### config.mk
export PLATFORM = sky130hd
export DESIGN_NAME = ped_crossing_controller
export DESIGN_NICKNAME = d
export VERILOG_FILES = /design/src/rtl/ped_crossing_controller.sv
export SDC_FILE = /design/constraint.sdc
export NUM_CORES = 1
export LEC_CHECK = 0
export ABC_AREA = 1
export CORE_MARGIN = 2
export CORE_UTILIZATION = 40
export DETAILED_ROUTE_END_ITERATION = 7
export GPL_TIMING_DRIVEN = 0
export PLACE_DENSITY = 0.68
export SLEW_MARGIN = 20
export SYNTH_ARGS = -nofsm -noshare
export SYNTH_HDL_FRONTEND = slang
export SYNTH_SLANG_ARGS = --single-unit
### constraint.sdc
create_clock -name clk -period 3.25 [get_ports clk]
set_input_delay 0.4875 -clock clk [delete_from_list [all_inputs] [get_ports clk]]
set_output_delay 0.4875 -clock clk [all_outputs]
set_load 0.1 [all_outputs]
### src/rtl/ped_crossing_controller.sv
// Pedestrian crossing controller: debounced push-button request, walk/flash sequencing
// slaved to the upstream vehicle red phase. Define PED_COUNTDOWN_EN to build the countdown.
module ped_crossing_controller #(
  parameter int DEBOUNCE_CYCLES = 4,
  parameter int WALK_CYCLES     = 8,
  parameter int FLASH_CYCLES    = 6,
  parameter int BLINK_HALF      = 2
) (
  input  logic       clk,
  input  logic       reset,
  input  logic       red_light,
  input  logic       yellow_light,
  input  logic       green_light,
  input  logic       ped_button,
  output logic       walk,
  output logic       dont_walk,
  output logic       ped_req,
  output logic       fault,
  output logic [7:0] countdown
);

  localparam int DB_W = $clog2(DEBOUNCE_CYCLES + 1);
  localparam int BL_W = $clog2(BLINK_HALF + 1);
  localparam logic [DB_W-1:0] DB_MAX     = DB_W'(DEBOUNCE_CYCLES);
  localparam logic [DB_W-1:0] DB_LAST    = DB_W'(DEBOUNCE_CYCLES - 1);
  localparam logic [BL_W-1:0] BLINK_LAST = BL_W'(BLINK_HALF - 1);
  localparam logic [7:0]      WALK_LAST  = 8'(WALK_CYCLES - 1);
  localparam logic [7:0]      FLASH_LAST = 8'(FLASH_CYCLES - 1);

  typedef enum logic [1:0] {DONT_WALK, WALK, FLASH} state_t;

  state_t          state_reg, state_next;
  logic [1:0]      sync_reg;
  logic [DB_W-1:0] db_cnt_reg;
  logic            press_reg;
  logic            red_prev_reg;
  logic            fault_reg;
  logic            ped_req_reg, ped_req_next;
  logic [7:0]      timer_reg, timer_next;
  logic [BL_W-1:0] blink_cnt_reg, blink_cnt_next;
  logic            blink_phase_reg, blink_phase_next;

  logic [1:0] light_cnt;
  logic       illegal;
  logic       red_rise;

  assign light_cnt = 2'(red_light) + 2'(yellow_light) + 2'(green_light);
  assign illegal   = (light_cnt > 2'd1);
  assign red_rise  = red_light & ~red_prev_reg;

  // Counter saturates at DEBOUNCE_CYCLES so a held button fires only once.
  always_ff @(posedge clk) begin
    if (reset) begin
      sync_reg     <= 2'b00;
      db_cnt_reg   <= '0;
      press_reg    <= 1'b0;
      red_prev_reg <= 1'b0;
      fault_reg    <= 1'b0;
    end else begin
      sync_reg     <= {sync_reg[0], ped_button};
      press_reg    <= sync_reg[1] && (db_cnt_reg == DB_LAST);
      red_prev_reg <= red_light;
      fault_reg    <= illegal;
      if (!sync_reg[1])
        db_cnt_reg <= '0;
      else if (db_cnt_reg != DB_MAX)
        db_cnt_reg <= db_cnt_reg + 1'b1;
    end
  end

  always_ff @(posedge clk) begin
    if (reset) begin
      state_reg       <= DONT_WALK;
      ped_req_reg     <= 1'b0;
      timer_reg       <= 8'd0;
      blink_cnt_reg   <= '0;
      blink_phase_reg <= 1'b0;
    end else begin
      state_reg       <= state_next;
      ped_req_reg     <= ped_req_next;
      timer_reg       <= timer_next;
      blink_cnt_reg   <= blink_cnt_next;
      blink_phase_reg <= blink_phase_next;
    end
  end

  always_comb begin
    state_next       = state_reg;
    ped_req_next     = ped_req_reg | press_reg;
    timer_next       = timer_reg;
    blink_cnt_next   = blink_cnt_reg;
    blink_phase_next = blink_phase_reg;
    case (state_reg)
      DONT_WALK: begin
        if (!illegal && red_rise && ped_req_reg) begin
          state_next   = WALK;
          timer_next   = 8'd0;
          ped_req_next = press_reg;
        end
      end
      WALK: begin
        if (illegal || !red_light) begin
          state_next = DONT_WALK;
          timer_next = 8'd0;
        end else if (timer_reg == WALK_LAST) begin
          state_next       = FLASH;
          timer_next       = 8'd0;
          blink_cnt_next   = '0;
          blink_phase_next = 1'b0;
        end else begin
          timer_next = timer_reg + 8'd1;
        end
      end
      FLASH: begin
        if (illegal || !red_light || timer_reg == FLASH_LAST) begin
          state_next = DONT_WALK;
          timer_next = 8'd0;
        end else begin
          timer_next = timer_reg + 8'd1;
          if (blink_cnt_reg == BLINK_LAST) begin
            blink_cnt_next   = '0;
            blink_phase_next = ~blink_phase_reg;
          end else begin
            blink_cnt_next = blink_cnt_reg + 1'b1;
          end
        end
      end
      default: begin
        state_next = DONT_WALK;
        timer_next = 8'd0;
      end
    endcase
  end

  assign walk      = (state_reg == WALK);
  assign dont_walk = (state_reg == DONT_WALK) || ((state_reg == FLASH) && !blink_phase_reg);
  assign ped_req   = ped_req_reg;
  assign fault     = fault_reg;

`ifdef PED_COUNTDOWN_EN
  localparam logic [7:0] CD_TOTAL = 8'(WALK_CYCLES + FLASH_CYCLES);
  logic [7:0] countdown_reg, countdown_next;

  always_comb begin
    countdown_next = 8'd0;
    if (state_reg == DONT_WALK && state_next == WALK)
      countdown_next = CD_TOTAL;
    else if (state_next != DONT_WALK && countdown_reg != 8'd0)
      countdown_next = countdown_reg - 8'd1;
  end

  always_ff @(posedge clk) begin
    if (reset)
      countdown_reg <= 8'd0;
    else
      countdown_reg <= countdown_next;
  end

  assign countdown = countdown_reg;
`else
  assign countdown = 8'd0;
`endif

endmodule

==> impl_results.md <==
- Die Ht: 62.5 um
- Final cell count without fillers: 259
- Clk_skew: 0.0108 ns
- Leak: 0.689 nW
- Hold depth: 2
- Drt first pass iters: 4
- RSZ-0062 raised after global routing: false
- Clk slew on worst S/H paths: 0.13 ns
- Netlist Area Pre-Place: 1370 sq um
- Worst-skew pair later-pin latency: 0.32 ns
- Gate Count Post-Synth: 193
- Max-slew headroom: 0.347
- M3 GR Usage: 0.0216
- H-tree levels: 1
- CTS tree: yes
- Maximum buffer depth of the clock tree: 2
- Largest net degree at the start of global routing: 14
- Max rail drop VDD: 419 uV
- First-pass GRT wire length: 4440 um
- Io pins: 18
- Via count: 1,113
- Total negative setup slack: 0 ns
- Status: finished, final reports clean
- Layout cells sized above 1: 0.202
- Critical path capture point type: primary output
- Min cycle time layout: 2.90 ns
- Startpoint Class: register
- WS Path Type: register to primary output
- Antenna Nets Post-Route: 0
- Yosys cell types: 24
- Post-Layout Inst Area: 1590 sq um
- Worst Hold Endpoint: sync_reg[1]$_SDFF_PP0_
- Critical Path RT: 2.76 ns
- Final Hold Fails: 0
- Worst Max-Slew Pin Slew: 0.976 ns
- PD cells: 733 nW/um^2
- Routed len/inst: 9.05 um
- I/O Buffers: 9
- P&R area growth vs syn: 16.6%
- Vias in the first global route: 1,088
- Final clock period utilization by the worst path: 0.892
- Die Area: 3900 sq um
- Die width: 62.5 um
- Root Buffer: clkbuf_4
- N_diodes: 0
- Number of hold buffers added after CTS: 0
- Std-Cell Core Area: 3310 sq um
- Setup bufs post-CTS: 0
- DR DRC count: 0
- Gr busiest metal: met2
- Starting Density: 0.413
- Final setup violation count: 0
- Max-cap viol count: 0
- R2r worst-path depth: 10
- Worst EP arrival: 2.41 ns
- Routability cong.: 0.768
- Overflow after GRT: 0
- Reg2reg end: timer_reg[4]$_SDFFE_PP0P_
- Hold_sp: sync_reg[0]$_SDFF_PP0_
- Syn_area_per_cell: 7.09 sq um
- Met1 Use GR: 0.169
- Placed insts: 255
- Reg2Reg Launch Point: timer_reg[0]$_SDFFE_PP0P_
- Max reg flops: 8
- Worst min path class: register to register
- Num CTS Buffers: 3
- Min Hold Slack: 0.416 ns
- Synth Warn #: 0
- Maximum fanout along the worst path: 5
- Tot GR Track Use: 0.140
- Core Rows: 21
- Final HPWL DP: 1800 um
- Max Slew Vio Count: 0
- Antenna violations before repair: 0
- Detailed Route Iter0 Violations: 20
- Layout Nets: 229
- Reg-to-reg setup timing slack: 1.77 ns
- Cell Area, Placed: 1540 sq um
- Via density: 4.30
- Yosys reg bits: 22
- PnR Total Power: 1.17 mW
- # clock sinks: 22
- GR Util met2: 0.243
- DRT Wirelength: 2350 um
- Seq/Total Area, Yosys: 0.322
- Achievable Freq: 0.345 GHz
- Post-CTS sizing: 0
- # fillers: 348
[how the worst max path moves through the flow]
stage	startpoint	to	cells after the start
finish	state_reg[0]$_SDFFE_PP0P_	dont_walk	5
global route	state_reg[0]$_SDFFE_PP0P_	dont_walk	5
CTS	state_reg[0]$_SDFFE_PP0P_	dont_walk	5
detailed placement	state_reg[0]$_SDFFE_PP0P_	dont_walk	5
global placement	state_reg[0]$_SDFFE_PP0P_	dont_walk	5
floorplan	state_reg[0]$_SDFFE_PP0P_	dont_walk	4
[worst max-delay path, stage by stage, from the launching register on]
cell and delay, ns:
dfxtp_1 0.35, inv_1 0.08, ha_1 0.28, inv_1 0.11, o21ai_1 0.13, clkdlybuf4s50_1 1.14
[through the flow]
stage	utilization	setup WS [ns]
final	0.481	0.351
after global routing	0.481	0.186
after CTS	0.481	0.331
after detailed placement	0.466	0.702
after global placement	0.466	0.711
after floorplan	-	0.697
[cells in the mapped netlist]
library cell,instances,share of area
nand2_4,4,0.033
inv_2,5,0.014
conb_1,1,0.0027
a21oi_1,10,0.037
nand3_2,1,0.0073
inv_1,27,0.074
nand2_1,45,0.12
nor3_2,1,0.0073
nand3_4,1,0.013
nand3_1,12,0.044
clkbuf_1,1,0.0027
nor2_4,1,0.0082
o21ai_0,3,0.011
a21oi_4,1,0.012
nand2_2,7,0.032
ha_1,9,0.082
dfxtp_1,22,0.32
a21oi_2,1,0.0064
xor2_1,3,0.019
a211oi_1,1,0.0055
buf_4,8,0.044
nor2_1,18,0.049
nand4_1,2,0.0091
nor2_2,9,0.041
[area by class of cell]
type                       instances  area (sq um)  area share
multi-input combinational        137           769       0.483
sequential                        22           440       0.276
inverter                          32           120      0.0754
timing repair buffer               9          90.1      0.0565
buffer                             9          63.8      0.0400
tap                               46          57.6      0.0361
clock inverter                     1          30.0      0.0188
clock buffer                       3          22.5      0.0141
[logic make-up (layout without fill, tap and decap cells)]
logic type	count (synthesis)	after routing	synth area share
AOI/OAI and AO/OA	16	16	0.0714
xor gates and xnor gates	3	3	0.0192
adders and majority gates	9	9	0.0823
buffers and inverters	41	54	0.134
DFF	22	22	0.322
other	1	8	0.00274
and+or+nand+nor	101	101	0.368
[where the power goes]
group	internal, mW	switching [mW]	total, mW
combinational	0.182	0.441	0.623
clock	0.125	0.0905	0.215
sequential	0.306	0.0257	0.331
[per-layer routing]
layer	part of all wire	vias up
li1	-	617
met2	0.45	15
met4	0.021	0
met1	0.50	476
met5	0	-
met3	0.026	5
[cells in the final DEF (no fill, tap or decap), types with 2 or more instances in the layout]
master | synthesis | final
a21oi_1 | 10 | 10
buf_4 | 8 | 8
clkbuf_4 | 0 | 3
clkdlybuf4s50_1 | 0 | 9
conb_1 | 1 | 8
dfxtp_1 | 22 | 22
ha_1 | 9 | 9
inv_1 | 27 | 27
inv_2 | 5 | 5
nand2_1 | 45 | 45
nand2_2 | 7 | 7
nand2_4 | 4 | 4
nand3_1 | 12 | 12
nand4_1 | 2 | 2
nor2_1 | 18 | 18
nor2_2 | 9 | 9
o21ai_0 | 3 | 2
xor2_1 | 3 | 3
(Power assumes the default switching activity.)
